### src/rtl/time_of_day_hour_generator_pkg.sv
// Shared widths, day-window bounds and FSM encoding for the time-of-day generator.
// Optional DAYNIGHT_FLAG_EN builds use is_daytime() for the day_night flag.
package tod_pkg;

    localparam int HOURS_W   = 5;
    localparam int MIN_W     = 6;
    localparam int DAY_START = 6;
    localparam int DAY_END   = 17;

    typedef enum logic [1:0] {
        STOPPED = 2'd0,
        RUNNING = 2'd1,
        LOADING = 2'd2
    } tod_state_t;

    function automatic logic is_daytime(input logic [HOURS_W-1:0] hours);
        return (int'(hours) >= DAY_START) && (int'(hours) <= DAY_END);
    endfunction

endpackage

### src/rtl/time_of_day_hour_generator_if.sv
// Valid/ready time-load port: the master offers hours/minutes, the slave accepts
// or flags an illegal value with a one-cycle set_err pulse.
interface time_of_day_hour_generator_if;
    import tod_pkg::*;

    logic               set_valid;
    logic               set_ready;
    logic [HOURS_W-1:0] set_hours;
    logic [MIN_W-1:0]   set_minutes;
    logic               set_err;

    modport master (
        output set_valid, set_hours, set_minutes,
        input  set_ready, set_err
    );

    modport slave (
        input  set_valid, set_hours, set_minutes,
        output set_ready, set_err
    );

endinterface

### src/rtl/time_of_day_hour_generator_mod_n_counter.sv
// Modulo-N counter with synchronous load; wrap is asserted combinationally on the
// increment that takes the count from N-1 back to 0, so counters can be chained.
module mod_n_counter #(
    parameter int N = 60,
    parameter int W = 6
) (
    input  logic         clk,
    input  logic         reset_n,
    input  logic         inc,
    input  logic         load,
    input  logic [W-1:0] load_value,
    output logic [W-1:0] value,
    output logic         wrap
);

    logic [W-1:0] count_reg;
    logic [W-1:0] count_next;

    assign wrap  = inc && (count_reg == W'(N - 1));
    assign value = count_reg;

    always_comb begin
        count_next = count_reg;
        if (load) begin
            count_next = load_value;
        end else if (wrap) begin
            count_next = '0;
        end else if (inc) begin
            count_next = count_reg + 1'b1;
        end
    end

    always_ff @(posedge clk) begin
        if (!reset_n) begin
            count_reg <= '0;
        end else begin
            count_reg <= count_next;
        end
    end

endmodule

### src/rtl/time_of_day_hour_generator.sv
// Free-running hours/minutes clock driven by tick_in, with a valid/ready time load.
// Define DAYNIGHT_FLAG_EN to add the registered day_night output (1 for hours 6..17).
module time_of_day_hour_generator
    import tod_pkg::*;
#(
    parameter int TICKS_PER_MIN = 60,
    parameter int MIN_PER_HOUR  = 60,
    parameter int HOURS_PER_DAY = 24
) (
    input  logic                         clk,
    input  logic                         reset_n,
    input  logic                         run,
    input  logic                         tick_in,
    time_of_day_hour_generator_if.slave  set_bus,
    output logic [HOURS_W-1:0]           hours_out,
    output logic [MIN_W-1:0]             minutes_out,
    output logic                         hour_strobe,
`ifdef DAYNIGHT_FLAG_EN
    output logic                         day_night,
`endif
    output logic                         day_wrap
);

    localparam int TICK_W = (TICKS_PER_MIN > 1) ? $clog2(TICKS_PER_MIN) : 1;

    tod_state_t  state_reg;
    tod_state_t  state_next;
    logic        set_ready_reg;
    logic        set_ready_next;
    logic        set_err_reg;
    logic        hour_strobe_reg;
    logic        day_wrap_reg;

    logic        handshake;
    logic        load_legal;
    logic        load_en;
    logic        count_en;
    logic        tick_wrap;
    logic        min_wrap;
    logic        hour_wrap;
    logic [TICK_W-1:0] unused_tick_count;

    assign handshake  = set_bus.set_valid && set_ready_reg;
    assign load_legal = (int'(set_bus.set_hours) < HOURS_PER_DAY) &&
                        (int'(set_bus.set_minutes) < MIN_PER_HOUR);
    assign load_en    = handshake && load_legal;
    // A coincident handshake always wins over the tick, which is then dropped.
    assign count_en   = (state_reg == RUNNING) && tick_in && !handshake;

    always_comb begin
        state_next = state_reg;
        case (state_reg)
            STOPPED: if (run)  state_next = RUNNING;
            RUNNING: if (!run) state_next = STOPPED;
            LOADING: state_next = run ? RUNNING : STOPPED;
            default: state_next = STOPPED;
        endcase
        if (handshake) begin
            state_next = LOADING;
        end
        set_ready_next = (state_next != LOADING);
    end

    always_ff @(posedge clk) begin
        if (!reset_n) begin
            state_reg       <= STOPPED;
            set_ready_reg   <= 1'b0;
            set_err_reg     <= 1'b0;
            hour_strobe_reg <= 1'b0;
            day_wrap_reg    <= 1'b0;
        end else begin
            state_reg       <= state_next;
            set_ready_reg   <= set_ready_next;
            set_err_reg     <= handshake && !load_legal;
            hour_strobe_reg <= min_wrap;
            day_wrap_reg    <= hour_wrap;
        end
    end

    mod_n_counter #(.N(TICKS_PER_MIN), .W(TICK_W)) u_ticks (
        .clk        (clk),
        .reset_n    (reset_n),
        .inc        (count_en),
        .load       (load_en),
        .load_value ('0),
        .value      (unused_tick_count),
        .wrap       (tick_wrap)
    );

    mod_n_counter #(.N(MIN_PER_HOUR), .W(MIN_W)) u_minutes (
        .clk        (clk),
        .reset_n    (reset_n),
        .inc        (tick_wrap),
        .load       (load_en),
        .load_value (set_bus.set_minutes),
        .value      (minutes_out),
        .wrap       (min_wrap)
    );

    mod_n_counter #(.N(HOURS_PER_DAY), .W(HOURS_W)) u_hours (
        .clk        (clk),
        .reset_n    (reset_n),
        .inc        (min_wrap),
        .load       (load_en),
        .load_value (set_bus.set_hours),
        .value      (hours_out),
        .wrap       (hour_wrap)
    );

`ifdef DAYNIGHT_FLAG_EN
    logic [HOURS_W-1:0] hours_next;
    logic               day_night_reg;

    // Mirrors the hour counter's next value so the flag lands with hours_out.
    always_comb begin
        hours_next = hours_out;
        if (load_en) begin
            hours_next = set_bus.set_hours;
        end else if (hour_wrap) begin
            hours_next = '0;
        end else if (min_wrap) begin
            hours_next = hours_out + 1'b1;
        end
    end

    always_ff @(posedge clk) begin
        if (!reset_n) begin
            day_night_reg <= 1'b0;
        end else begin
            day_night_reg <= is_daytime(hours_next);
        end
    end

    assign day_night = day_night_reg;
`endif

    assign set_bus.set_ready = set_ready_reg;
    assign set_bus.set_err   = set_err_reg;
    assign hour_strobe       = hour_strobe_reg;
    assign day_wrap          = day_wrap_reg;

endmodule

### src/flat_wrapper.sv
// flat-port wrapper written by rule: the top's interface ports become plain ports
module time_of_day_hour_generator_flat import tod_pkg::*;
#(
    parameter int TICKS_PER_MIN = 60,
    parameter int MIN_PER_HOUR  = 60,
    parameter int HOURS_PER_DAY = 24
)
  (clk, reset_n, run, tick_in, hours_out, minutes_out, hour_strobe, day_wrap, set_bus_set_valid, set_bus_set_hours, set_bus_set_minutes, set_bus_set_ready, set_bus_set_err);
  time_of_day_hour_generator_if set_bus_i ();
  input  logic clk;
  input  logic reset_n;
  input  logic run;
  input  logic tick_in;
  output logic [HOURS_W-1:0] hours_out;
  output logic [MIN_W-1:0] minutes_out;
  output logic hour_strobe;
  output logic day_wrap;
  input wire logic [$bits(set_bus_i.set_valid)-1:0] set_bus_set_valid;
  input wire logic [$bits(set_bus_i.set_hours)-1:0] set_bus_set_hours;
  input wire logic [$bits(set_bus_i.set_minutes)-1:0] set_bus_set_minutes;
  output wire logic [$bits(set_bus_i.set_ready)-1:0] set_bus_set_ready;
  output wire logic [$bits(set_bus_i.set_err)-1:0] set_bus_set_err;
  assign set_bus_i.set_valid = set_bus_set_valid;
  assign set_bus_i.set_hours = set_bus_set_hours;
  assign set_bus_i.set_minutes = set_bus_set_minutes;
  assign set_bus_set_ready = set_bus_i.set_ready;
  assign set_bus_set_err = set_bus_i.set_err;
  time_of_day_hour_generator #(.TICKS_PER_MIN(TICKS_PER_MIN), .MIN_PER_HOUR(MIN_PER_HOUR), .HOURS_PER_DAY(HOURS_PER_DAY)) u_core (.clk(clk), .reset_n(reset_n), .run(run), .tick_in(tick_in), .set_bus(set_bus_i), .hours_out(hours_out), .minutes_out(minutes_out), .hour_strobe(hour_strobe), .day_wrap(day_wrap));
endmodule
### config.mk
export PLATFORM = sky130hd
export DESIGN_NAME = time_of_day_hour_generator_flat
export DESIGN_NICKNAME = d
export VERILOG_FILES = /design/src/rtl/time_of_day_hour_generator_pkg.sv /design/src/rtl/time_of_day_hour_generator_if.sv /design/src/rtl/time_of_day_hour_generator_mod_n_counter.sv /design/src/rtl/time_of_day_hour_generator.sv /design/src/flat_wrapper.sv
export SDC_FILE = /design/constraint.sdc
export NUM_CORES = 1
export LEC_CHECK = 0
export BUFFER_PORTS_ARGS = -buffer_cell sky130_fd_sc_hd__buf_2
export CORE_ASPECT_RATIO = 1.5
export CORE_MARGIN = 2
export CORE_UTILIZATION = 25
export CTS_CLUSTER_DIAMETER = 80
export CTS_CLUSTER_SIZE = 40
export DETAILED_ROUTE_END_ITERATION = 16
export GPL_TIMING_DRIVEN = 0
export PLACE_DENSITY_LB_ADDON = 0.05
export SYNTH_ARGS = -nofsm -noshare
export SYNTH_HDL_FRONTEND = slang
export SYNTH_HIERARCHICAL = 1
export SYNTH_SLANG_ARGS = --single-unit
### constraint.sdc
create_clock -name clk -period 3 [get_ports clk]
set_clock_uncertainty 0.05 [all_clocks]
set_input_delay 0.6 -clock clk [delete_from_list [all_inputs] [get_ports clk]]
set_output_delay 0.6 -clock clk [all_outputs]
set_load 0.1 [all_outputs]
==> flow_summary_export.csv <==
group,metric,value,unit
timing,fmax,0.390,GHz
synth,synthTopCellsByArea,"dfxtp_1 37%, o21ai_0 5.7%, a21oi_1 3.7%, xor2_1 3.6%, ha_1 3.1%",
floorplanning,start_util,25.8,%
route,ant_nets,0,
synth,synth_commonest_cells,"23 x dfxtp_1, 14 x o21ai_0, 9 x a21oi_1, 9 x nand2_1, 8 x nor2_1",
worst_setup_path,critical_path_required,3.15,ns
worst_setup_path,crit_buf_inv,2,
clocking,cts_tree,"built",
worst_setup_path,end_kind,"register",
worst_setup_path,crit_fanout,8,
timing,hold_viol,0,
worst_setup_path,slowest_stage,"dfxtp_1",
route,firstDrtPassIters,4,
floorplanning,die_y,89.9,um
global_route,grt_pass1_vias,1062,
synth,synth.most_common_cell,"dfxtp_1",
global_route,grt_overflow_total,0,
clocking,post_cts_resized,0,
synth,async_reset_ff_share,0,%
worst_setup_path,start_kind,"register",
floorplanning,ioPinCount,31,
floorplanning,rows,31,
synth,synth_edf_count,0,
global_route,antenna_found_initial,0,
global_route,grt_max_degree,21,
placed_design,globalplace.congestion,0.779,
timing,period_share,85.4,%
hold_path,hp-class,"register to register",
route,viasPerCell,4.58,
synth,synth_top_area_cell,"dfxtp_1",
worst_setup_path,critPathArrivalTime,2.71,ns
global_route,grt_util_all_layers,11.9,%
finish,diodes,0,
synth,synthCells,141,
synth,ys_ff_latch,23,
floorplanning,die_w,61.2,um
global_route,grt_pass1_wl,5010,um
worst_setup_path,critPathKind,"register to register",
power,finalPower,0.000697,W
route,drt_iter0_markers,28,
placed_design,portBuffers,30,
finish,final_layout_size_suffix_gt1_share,27.8,%
outcome,status,"complete, no violations",
timing,setup_tns,0,ns
route,drcViolationCount,0,
finish,layout.nets,200,
clocking,worstSkewPairLatency,0.26,ns
synth,yosys_warnings,6,
worst_setup_path,crit_family,"simple AND/OR/NAND/NOR gates",
job,cap_violations,0,
synth,yosysSeqAreaShare,37.5,%
timing,maxSlewViolCount,0,
synth,ys_types,37,
clocking,post-cts-setup-buffers,0,
clocking,postCtsHoldBufs,0,
timing,period_minus_slack,2.56,ns
timing,setup_violations,0,
route,wl_per_cell,12.0,um
floorplanning,die-area,0.00550,sq mm
route,wl,2960,um
floorplanning,core,0.00477,sq mm
clocking,clkSlewWorstSetupHoldPaths,0.09,ns
clocking,clock_path_buffers,2,
synth,syn_area,0.00123,sq mm
clocking,cts_sinks,23,
route,dr_total_vias,1127,
synth,syn_avg_cell_area,8.71,sq um
timing,whs,0.474,ns
clocking,cts-root-buf,"clkbuf_8",
power,power_density,457,mW/mm^2
timing,rsz0062_at_grt,"no",
clocking,cts_inserted_buffers,3,
power,cellLeakagePower,0.652,nW
synth,ys.flop_type,"dfxtp_1",
worst_setup_path,path_cells,"ha_1 -> nor2b_1 -> nand4_1 -> nor2_2 -> buf_2 -> inv_1 -> nor2_2 -> nand4_1 -> or3b_1 -> a21oi_1",
power,vdd_drop_max,0.187,mV
finish,syn_to_final_growth,24.1,%
placed_design,dp_hpwl,2280,um
synth,synth_top_area_share,37.5,%
worst_setup_path,critPathMaxStageDelay,0.40,ns
clocking,h-tree-depth,1,
-- where the power goes --
| part | total [W] | internal, W | leakage [nW] | switching, W |
|---|---|---|---|---|
| logic | 0.000158 | 0.0000419 | 0.441 | 0.000116 |
| clock network | 0.000195 | 0.0000948 | 0.0228 | 0.000101 |
| registers | 0.000343 | 0.000323 | 0.188 | 0.0000206 |
-- final cells by class --
class / instances / area [sq um]
well taps: 66 / 82.6
fillers: 519 / 3250
repair buffers: 30 / 150
clock buffers: 4 / 45.0
flip-flops and latches: 23 / 460
multi-input cells: 112 / 741
plain buffers: 4 / 20.0
inverters: 7 / 26.3
-- metrics by stage --
step	cell area [sq um]	setup WS, ns	util, %	instances
after floorplan	1250	0.279	-	146
after detailed placement	1480	0.120	31.0	242
final	1530	0.438	32.0	246
after global placement	1480	0.141	31.0	242
after global routing	1530	0.188	32.0	246
after CTS	1530	0.391	32.0	246
-- routing by layer --
metal	part of all wire [%]	track usage [%]	vias to the layer above
met1	42	14.9	526
met2	54	19.5	15
met3	2.6	2.16	2
met4	1.2	4.35	0
li1	-	-	584
met5	0	0	-
-- worst paths after layout --
check	from	to	slack [ns]	cells past startpoint
setup / recovery	u_core/u_ticks/value[0]$_SDFFE_PN0P_	u_core/u_hours/value[3]$_SDFFE_PN0P_	0.44	10
hold / removal	u_core/set_bus.set_ready$_SDFF_PN0_	u_core/state_reg[1]$_SDFF_PN0_	0.47	1
setup reg to reg	u_core/u_ticks/value[0]$_SDFFE_PN0P_	u_core/u_hours/value[3]$_SDFFE_PN0P_	0.44	10
hold reg to reg	u_core/set_bus.set_ready$_SDFF_PN0_	u_core/state_reg[1]$_SDFF_PN0_	0.47	1
-- cells by family (layout without fill, tap and decap cells) --
logic type | after synthesis | count (layout) | synth area share [%]
compound gates | 35 | 35 | 19.3
xor+xnor | 5 | 5 | 3.56
fa+ha+maj | 3 | 3 | 3.06
buf+inv | 11 | 45 | 3.77
flops | 23 | 23 | 37.5
mux | 3 | 3 | 2.44
other cells | 1 | 6 | 0.305
simple gates | 60 | 60 | 30.0
-- layout by cell type (no fill, tap or decap), types with 6 or more instances in the layout --
cell      n
a21oi_1   9
buf_2    34
conb_1    6
dfxtp_1  23
inv_1     7
nand2_1   9
nand3_1   6
nor2_1    8
o21ai_0  14
(Power assumes the default switching activity.)
